File: src/rtl/soc_irq_timer_pkg.sv
// Shared types and helpers for the soc_irq_timer block.
package soc_irq_timer_pkg;

  // Upper bound on the number of timer channels.
  localparam int MAX_CH = 8;

  // Storage width of the period field. Channels compare against it
  // after zero-extending their own CNT_W-wide counter.
  localparam int PERIOD_W = 32;

  // Per-channel configuration, loaded as a unit by a config write.
  typedef struct packed {
    logic [PERIOD_W-1:0] period;
    logic                en;
    logic                oneshot;
    logic                level;
  } ch_cfg_t;

  // Channel-select width. Never zero, even for a single channel.
  function automatic int ch_sel_w(input int num_ch);
    return (num_ch > 1) ? $clog2(num_ch) : 1;
  endfunction

endpackage

File: src/rtl/soc_irq_timer_ch.sv
// One timer channel: config registers, terminal-count counter, fire
// detection and the pulse/pending output flop.
module soc_irq_timer_ch
  import soc_irq_timer_pkg::*;
#(
  parameter int CNT_W = 16
) (
  input  logic    clk,
  input  logic    rst,
  input  logic    we_i,
  input  ch_cfg_t cfg_i,
  input  logic    ack_i,
  output logic    irq_o
);

  ch_cfg_t          cfg_q, cfg_d;
  logic [CNT_W-1:0] cnt_q, cnt_d;
  logic             out_q, out_d;
  logic             fire;

  // A channel fires in the cycle its counter sits on a nonzero period.
  assign fire = cfg_q.en && (cfg_q.period != '0) &&
                (PERIOD_W'(cnt_q) == cfg_q.period);

  // Next-state: a config write beats everything, then fire, then counting.
  always_comb begin
    // NOTE: every _d gets a default first so no path leaves one unassigned
    // (an unassigned path would infer a latch).
    cfg_d = cfg_q;
    cnt_d = cnt_q;
    out_d = 1'b0;
    if (we_i) begin
      cfg_d = cfg_i;
      cnt_d = '0;
      out_d = 1'b0;
    end else if (fire) begin
      cnt_d = '0;
      out_d = 1'b1;  // fire beats a same-cycle ack in level mode
      if (cfg_q.oneshot) cfg_d.en = 1'b0;
    end else begin
      if (cfg_q.en && (cfg_q.period != '0)) cnt_d = cnt_q + CNT_W'(1);
      // Pulse mode drops after one cycle; level mode holds until acked.
      out_d = cfg_q.level && out_q && !ack_i;
    end
  end

  // Channel state register with synchronous reset.
  always_ff @(posedge clk) begin
    // NOTE: rst is synchronous; it is sampled on the clock edge like any
    // other input and clears every flop, so a mid-count reset discards all.
    if (rst) begin
      cfg_q <= '0;
      cnt_q <= '0;
      out_q <= 1'b0;
    end else begin
      // NOTE: non-blocking updates so all flops see pre-edge values.
      cfg_q <= cfg_d;
      cnt_q <= cnt_d;
      out_q <= out_d;
    end
  end

  assign irq_o = out_q;

endmodule

File: src/rtl/soc_irq_timer.sv
// Periodic/one-shot interrupt generator: NUM_CH timer channels on a slice
// of the irq vector, plus a kickable watchdog and a free-running counter.
module soc_irq_timer
  import soc_irq_timer_pkg::*;
#(
  parameter  int NUM_CH   = 2,
  parameter  int CNT_W    = 16,
  parameter  int IRQ_W    = 32,
  parameter  int IRQ_BASE = 4,
  parameter  int WDT_W    = 20,
  localparam int CH_SEL_W = ch_sel_w(NUM_CH)
) (
  input  logic                clk,
  input  logic                rst,
  input  logic                cfg_we,
  input  logic [CH_SEL_W-1:0] cfg_ch,
  input  logic [CNT_W-1:0]    cfg_period,
  input  logic                cfg_en,
  input  logic                cfg_oneshot,
  input  logic                cfg_level,
  input  logic [NUM_CH-1:0]   irq_ack,
  output logic [IRQ_W-1:0]    irq,
  input  logic [WDT_W-1:0]    wdt_limit,
  input  logic                wdt_kick,
  output logic                wdt_expired,
  output logic [31:0]         cycle_count
);

  if ((IRQ_BASE + NUM_CH > IRQ_W) || (NUM_CH < 1) || (NUM_CH > MAX_CH) ||
      (CNT_W < 1) || (CNT_W > PERIOD_W)) begin : g_bad_params
    $error("soc_irq_timer: illegal NUM_CH/CNT_W/IRQ_BASE/IRQ_W combination");
  end

  ch_cfg_t           cfg_wr;
  logic [NUM_CH-1:0] ch_irq;
  logic [IRQ_W-1:0]  irq_vec;

  assign cfg_wr = '{period:  PERIOD_W'(cfg_period),
                    en:      cfg_en,
                    oneshot: cfg_oneshot,
                    level:   cfg_level};

  for (genvar i = 0; i < NUM_CH; i++) begin : g_ch
    logic ch_we;
    // Out-of-range cfg_ch values match no channel and are ignored.
    assign ch_we = cfg_we && (cfg_ch == CH_SEL_W'(i));

    soc_irq_timer_ch #(
      .CNT_W (CNT_W)
    ) u_ch (
      .clk   (clk),
      .rst   (rst),
      .we_i  (ch_we),
      .cfg_i (cfg_wr),
      .ack_i (irq_ack[i]),
      .irq_o (ch_irq[i])
    );
  end

  // Place the channel outputs on their slice; every other bit stays 0.
  always_comb begin
    irq_vec                      = '0;
    irq_vec[IRQ_BASE +: NUM_CH]  = ch_irq;
  end

  assign irq = irq_vec;

  logic [WDT_W-1:0] wdt_cnt_q, wdt_cnt_d;
  logic             wdt_exp_q, wdt_exp_d;
  logic [31:0]      cyc_q, cyc_d;

  // Watchdog and cycle counter next-state; a kick beats a limit match.
  always_comb begin
    wdt_cnt_d = wdt_cnt_q;
    wdt_exp_d = wdt_exp_q;
    cyc_d     = cyc_q + 32'd1;
    if (wdt_kick) begin
      wdt_cnt_d = '0;
    end else if ((wdt_limit != '0) && !wdt_exp_q) begin
      // Counting stops once expired, so the counter saturates.
      wdt_cnt_d = wdt_cnt_q + WDT_W'(1);
      if (wdt_cnt_q == wdt_limit) wdt_exp_d = 1'b1;
    end
  end

  // Watchdog and cycle counter registers.
  always_ff @(posedge clk) begin
    if (rst) begin
      wdt_cnt_q <= '0;
      wdt_exp_q <= 1'b0;
      cyc_q     <= '0;
    end else begin
      wdt_cnt_q <= wdt_cnt_d;
      wdt_exp_q <= wdt_exp_d;
      cyc_q     <= cyc_d;
    end
  end

  assign wdt_expired = wdt_exp_q;
  assign cycle_count = cyc_q;

endmodule

File: config.mk
export PLATFORM = sky130hd
export DESIGN_NAME = soc_irq_timer
export DESIGN_NICKNAME = d
export VERILOG_FILES = /design/src/rtl/soc_irq_timer_pkg.sv /design/src/rtl/soc_irq_timer_ch.sv /design/src/rtl/soc_irq_timer.sv
export SDC_FILE = /design/constraint.sdc
export NUM_CORES = 1
export LEC_CHECK = 0
export BUFFER_PORTS_ARGS = -buffer_cell sky130_fd_sc_hd__buf_2
export CORE_UTILIZATION = 45
export CTS_BUF_LIST = sky130_fd_sc_hd__clkbuf_2
export DETAILED_ROUTE_END_ITERATION = 7
export PLACE_DENSITY = 0.74
export SETUP_SLACK_MARGIN = 0.02
export SLEW_MARGIN = 20
export SYNTH_ARGS = -nofsm -noshare
export SYNTH_HDL_FRONTEND = slang
export SYNTH_HIERARCHICAL = 1
export SYNTH_SLANG_ARGS = --single-unit
File: constraint.sdc
create_clock -name clk -period 2.66 [get_ports clk]
set_input_delay 0.399 -clock clk [delete_from_list [all_inputs] [get_ports clk]]
set_output_delay 0.399 -clock clk [all_outputs]
set_load 0.02 [all_outputs]
* Yosys cells after proc, flatten, opt, wreduce, memory -nomap -nowiden
Cells that the tools add are included.
Word-level totals: flip-flop bits (word level) 125, input port bits 46, output and inout port bits 65, word-level logic and storage cells 61
Cells by class: add/sub/neg operators 4, equal/unequal tests 3, mux-type cells 8, bitwise operators 2, reductions and logical operators 29
Operators with widths (number):
- 32-bit nonzero test | 2
- 16-bit by 1-bit adder with 16-bit output (second input constant) | 2
- 32-bit by 1-bit adder with 32-bit output (second input constant) | 1
- 16-bit equality test | 2
- 20-bit by 1-bit adder with 20-bit output (second input constant) | 1
- 20-bit equality test | 1
- 20-bit nonzero test | 1
- 1-bit logical AND | 11
- 1-bit two-way mux | 8
- 2-bit nonzero test | 4
- 2-bit OR reduction | 3
- 3-bit OR reduction | 2
- 2-bit AND reduction | 2
- 1-bit logical NOT | 3
- 3-bit AND reduction | 1
- 1-bit NOT | 2

* Depth between registers and ports, before layout
depth after elaboration 5, depth in mapped cells 7, depth with buffers taken out 6

* Modules after synthesis
Netlist, hierarchy kept.
Modules (own cells, without submodules):
- soc_irq_timer_ch | instances 2, cells an instance 242, area an instance 2277.2 sq um, sequential area each 1041.0 sq um
- soc_irq_timer | instances 1, cells an instance 337, area an instance 2901.5 sq um, sequential area each 1061.0 sq um

* Least setup slack after synthesis
OpenSTA, ideal clock, no wires.
kind reg-to-reg, from reg cyc_q[0] (netlist: cycle_count[0]), to reg cyc_q[28] (netlist: cycle_count[28]), setup time 0.115 ns, arrival time 1.717 ns, required time 2.545 ns, slack 0.829 ns, cell stages (with the launch flop) 8, buffers on the path 1, clock period less this slack 1.831 ns, cell sequence dfxtp_1 > ha_1 > nand3_1 > or3_1 > clkbuf_1 > nor3_1 > xnor2_1 > nor2_1
On the way: word-level cells in the longest chain between the ends 1
Ends and longest elaborated chain:
- from (decl) | line soc_irq_timer.sv:70 | logic [31:0] cyc_q, cyc_d;
- from (signal assigned) | line soc_irq_timer.sv:95 | cyc_q <= cyc_d;
- 32-bit by 1-bit adder with 32-bit output | line soc_irq_timer.sv:76 | cyc_d = cyc_q + 32'd1;
Every way passes these cells. A chain may end at the register's enable or synchronous reset.

* Final worst setup path
from reg g_ch[1].u_ch/cfg_q[7] (netlist name), to reg g_ch[1].u_ch.cnt_q[14]
On the way: word-level cells in the longest chain between the ends 4, elaborated cells between the ends (all ways) 5, those cells by class eq/ne (1); reduce/logical (4)
Ends and longest elaborated chain:
- from (decl) | line soc_irq_timer_ch.sv:16 | ch_cfg_t cfg_q, cfg_d;
- from (signal assigned) | line soc_irq_timer_ch.sv:57 | cfg_q <= cfg_d;
- 32-bit nonzero test | line soc_irq_timer_ch.sv:22, soc_irq_timer_ch.sv:41
- 1-bit logical AND | line soc_irq_timer_ch.sv:22, soc_irq_timer_ch.sv:41
- 1-bit logical AND | line soc_irq_timer_ch.sv:22 | assign fire = cfg_q.en && (cfg_q.period != '0) &&
- 3-bit OR reduction (no line)
- to (signal assigned) | line soc_irq_timer_ch.sv:58 | cnt_q <= cnt_d;
- to (decl) | line soc_irq_timer_ch.sv:17 | logic [CNT_W-1:0] cnt_q, cnt_d;
Several ways; a longest one is shown, not always the timed one.

==> results by group <==
Die
  – Die area: 0.0171 sq mm
  – Die H: 131 um
  – Row cnt: 46
  – Number of top-level pins: 111
  – Initial cell density of the core: 0.464
  – Die W: between 100 and 150 um
  – CORE AREA: 0.0161 sq mm

Route
  – Final ANT Viol Nets: 0
  – Routed wire per std cell: 13.0 um
  – DRC viols: 0
  – Vias: 5936
  – Routed WL: 15300 um
  – Drt initial violations: 350
  – Via density: around 5
  – Pre-antenna DRT Iters: 5

CTS
  – Post-CTS Setup Inserts: 0
  – H-tree depth: 4
  – TritonCTS Buffers: 17
  – Clk root buf: clkbuf_2
  – CTS tree: done
  – Hold Buf Count CTS: 23
  – Worst-Skew Late Latency: 0.71 ns
  – Clock Tree Buf Depth: 2
  – CTS Sinks: between 150 and 200
  – Post_cts resized: 0
  – Reg clk slew, reported paths: 0.20 ns

Place
  – Gpl congestion: 0.853
  – Half-perimeter wire length after placement: between 10000 and 15000 um
  – PortBufs: 80

Synthesis
  – Post-synth ARST share: 0
  – Largest family of logic cells by synthesized area: simple AND/OR/NAND/NOR gates
  – Post-synthesis sequential area ratio: 0.422
  – Proportion of synthesized area in mux cells: 0.0940
  – Post-synth top cells: 157 x dfxtp_1, 141 x nor2_1, 70 x mux2i_1
  – Xor/xnor share of the synthesized area: 0.123
  – Post-synthesis register bit count: 157
  – Post-Synthesis Cells: 821
  – Top_reg_cell synth: dfxtp_1
  – Most frequent cell after synthesis: dfxtp_1
  – Post-synth top area share: 0.422
  – Ys Warns: 6
  – Post-synthesis cell type with the largest combined area: dfxtp_1
  – Synth Area in Adders: 0.00671
  – Post-synth cell types: 47
  – Top post-synthesis cells by area: dfxtp_1 42%, mux2i_1 9.4%, nor2_1 7.1%
  – Simple-Gate Fraction of Synth Area: 0.213
  – Number of synthesized flops with an enable pin: 0
  – Complex-gate fraction of the synthesized area: 0.0785
  – Synth Area per Inst: between 9 and 10 sq um
  – Mapped cell area: 0.00746 sq mm

Layout
  – Layout cells sized above 1: 0.148
  – Nets: between 900 and 1000
  – Fill count: about 1500
  – Area Overhead vs Synth: 13.5%

STA
  – Relative slew slack: 0.536
  – Period minus WS final: 2.26 ns
  – Worst-margin pin slew: ~0.69 ns
  – Final worst path period share: 0.848
  – Max Clk Rate: roughly 440 MHz
  – Skew final: 0.0309 ns
  – RSZ-0062 raised after global routing: no
  – Final Setup Violations: 0
  – Final Max Slew Viols: 0
  – Final Hold Vio Count: 0
  – Setup TNS: 0 ns

Critical path
  – Crit Path Class: flop to flop
  – Worst EP required: roughly 3.3 ns
  – CP Launch Point: g_ch[1].u_ch/cfg_q[7]
  – Critical-path cell with the highest stage delay: o2111ai_1
  – Crit path DAT: around 2.9 ns
  – Crit. End Element: flop
  – Path depth of the worst reg2reg path: 5
  – Reg2reg start: g_ch[1].u_ch/cfg_q[7]
  – RR Endpoint: g_ch[1].u_ch/cnt_q[14]
  – Cell Chain, Critical Path: nor4_1, nand4_1, o2111ai_1, or3_2, a21oi_1
  – Reg-to-reg slack, setup: 0.40 ns
  – Worst path max stage delay: around 0.62 ns
  – Crit Path Max Fanout: 12
  – Crit start category: flop

GRT
  – Largest net degree at the start of global routing: 46
  – GRT Util Overall: 0.185
  – Global route overflow: 0
  – Antenna violations before repair: 2
  – Vias in the first global route: 5186
  – First-pass GRT wire length: ~25000 um

Power
  – Pwr Total: about 0.0041 W
  – VDD IR max: 256 uV
  – Leakage: 3.27 nW
  – Power per Cell Area: 484 mW/mm^2

Min path
  – HP Class: input port to flop
  – Min-delay src: rst
  – WHS Path Cells: 2
  – Hold EP: g_ch[0].u_ch/cfg_q[22]

Status
  – Status: completed

Job
  – Max-cap violations: 0
[stage by stage]
stage               instances  hold WS, ns  worst slack (ns)  area (sq um)   util
floorplan                 882        0.460             0.829          7680      -
global placement         1120        0.473             0.512          8030  0.500
detailed placement       1120        0.483             0.481          8030  0.500
CTS                      1174       0.0382             0.462          8460  0.527
global route             1175       0.0538            0.0915          8460  0.527
finish                   1176        0.119             0.404          8460  0.527
[logic make-up (layout without fill, tap and decap cells)]
logic type	after synthesis	count (layout)
mux	70	70
fa+ha+maj	4	4
other cells	1	64
flops	157	157
simple gates	311	311
buf+inv	81	157
compound gates	92	92
xor+xnor	105	105
[how the worst max path moves through the flow]
stage,to,slack [ns],cells past startpoint
after floorplan,cycle_count[28],0.83,7
after global placement,g_ch[1].u_ch/cnt_q[14],0.51,5
after detailed placement,g_ch[1].u_ch/cnt_q[14],0.48,5
after CTS,g_ch[1].u_ch/cnt_q[14],0.46,5
after global routing,g_ch[1].u_ch/cnt_q[8],0.09,5
final,g_ch[1].u_ch/cnt_q[14],0.40,5
[placed cells by master, fill, tap and decap left out, types with 16 or more instances in the layout]
| cell type | n |
|---|---|
| buf_2 | 79 |
| xnor2_1 | 49 |
| nand3_1 | 20 |
| mux2i_1 | 70 |
| nor4_1 | 27 |
| nor2_1 | 141 |
| inv_1 | 16 |
| nand4_1 | 22 |
| a21oi_1 | 25 |
| dlygate4sd3_1 | 23 |
| o21ai_0 | 30 |
| conb_1 | 62 |
| nand2_1 | 32 |
| xor2_1 | 56 |
| clkbuf_2 | 19 |
| dfxtp_1 | 157 |
[power breakdown]
part / internal [W] / switching [W]
clock network: 0.000409 / 0.000788
registers: 0.00241 / 0.0000511
logic: 0.000179 / 0.000257
total: 0.00300 / 0.00110
[layer usage]
| layer | part of all wire | global-route usage | wire length, um |
|---|---|---|---|
| met1 | 0.50 | 0.257 | 7590 |
| met2 | 0.45 | 0.282 | 6890 |
| met3 | 0.046 | 0.0419 | 710 |
| met4 | 0.0063 | 0.0615 | 97 |
| met5 | 0 | 0 | 0 |
[flip-flops by register name (all words and copies together), names as in the netlist]
signal and cells:
g_ch.u_ch/irq_o 2, g_ch.u_ch/cnt_q 32, g_ch.u_ch/cfg_q 70, wdt_expired 1, wdt_cnt_q 20, cycle_count 32
[worst max-delay path: cells and delay by family (launching register included)]
kind	cells	cell delay [ns]
flip-flops	1	0.38
AO/OA/AOI/OAI	2	0.68
AND/OR/NAND/NOR	3	1.10
[layout make-up]
type	instances	area, sq um	share of cell area
clock inverter	12	104	0.0123
tap	216	270	0.0319
inverter	16	60.1	0.00710
clock buffer	19	95.1	0.0112
sequential	157	3140	0.371
timing repair buffer	110	698	0.0825
multi-input combinational	644	4090	0.483
antenna	2	5.00	0.000591
(Power assumes the default switching activity.)
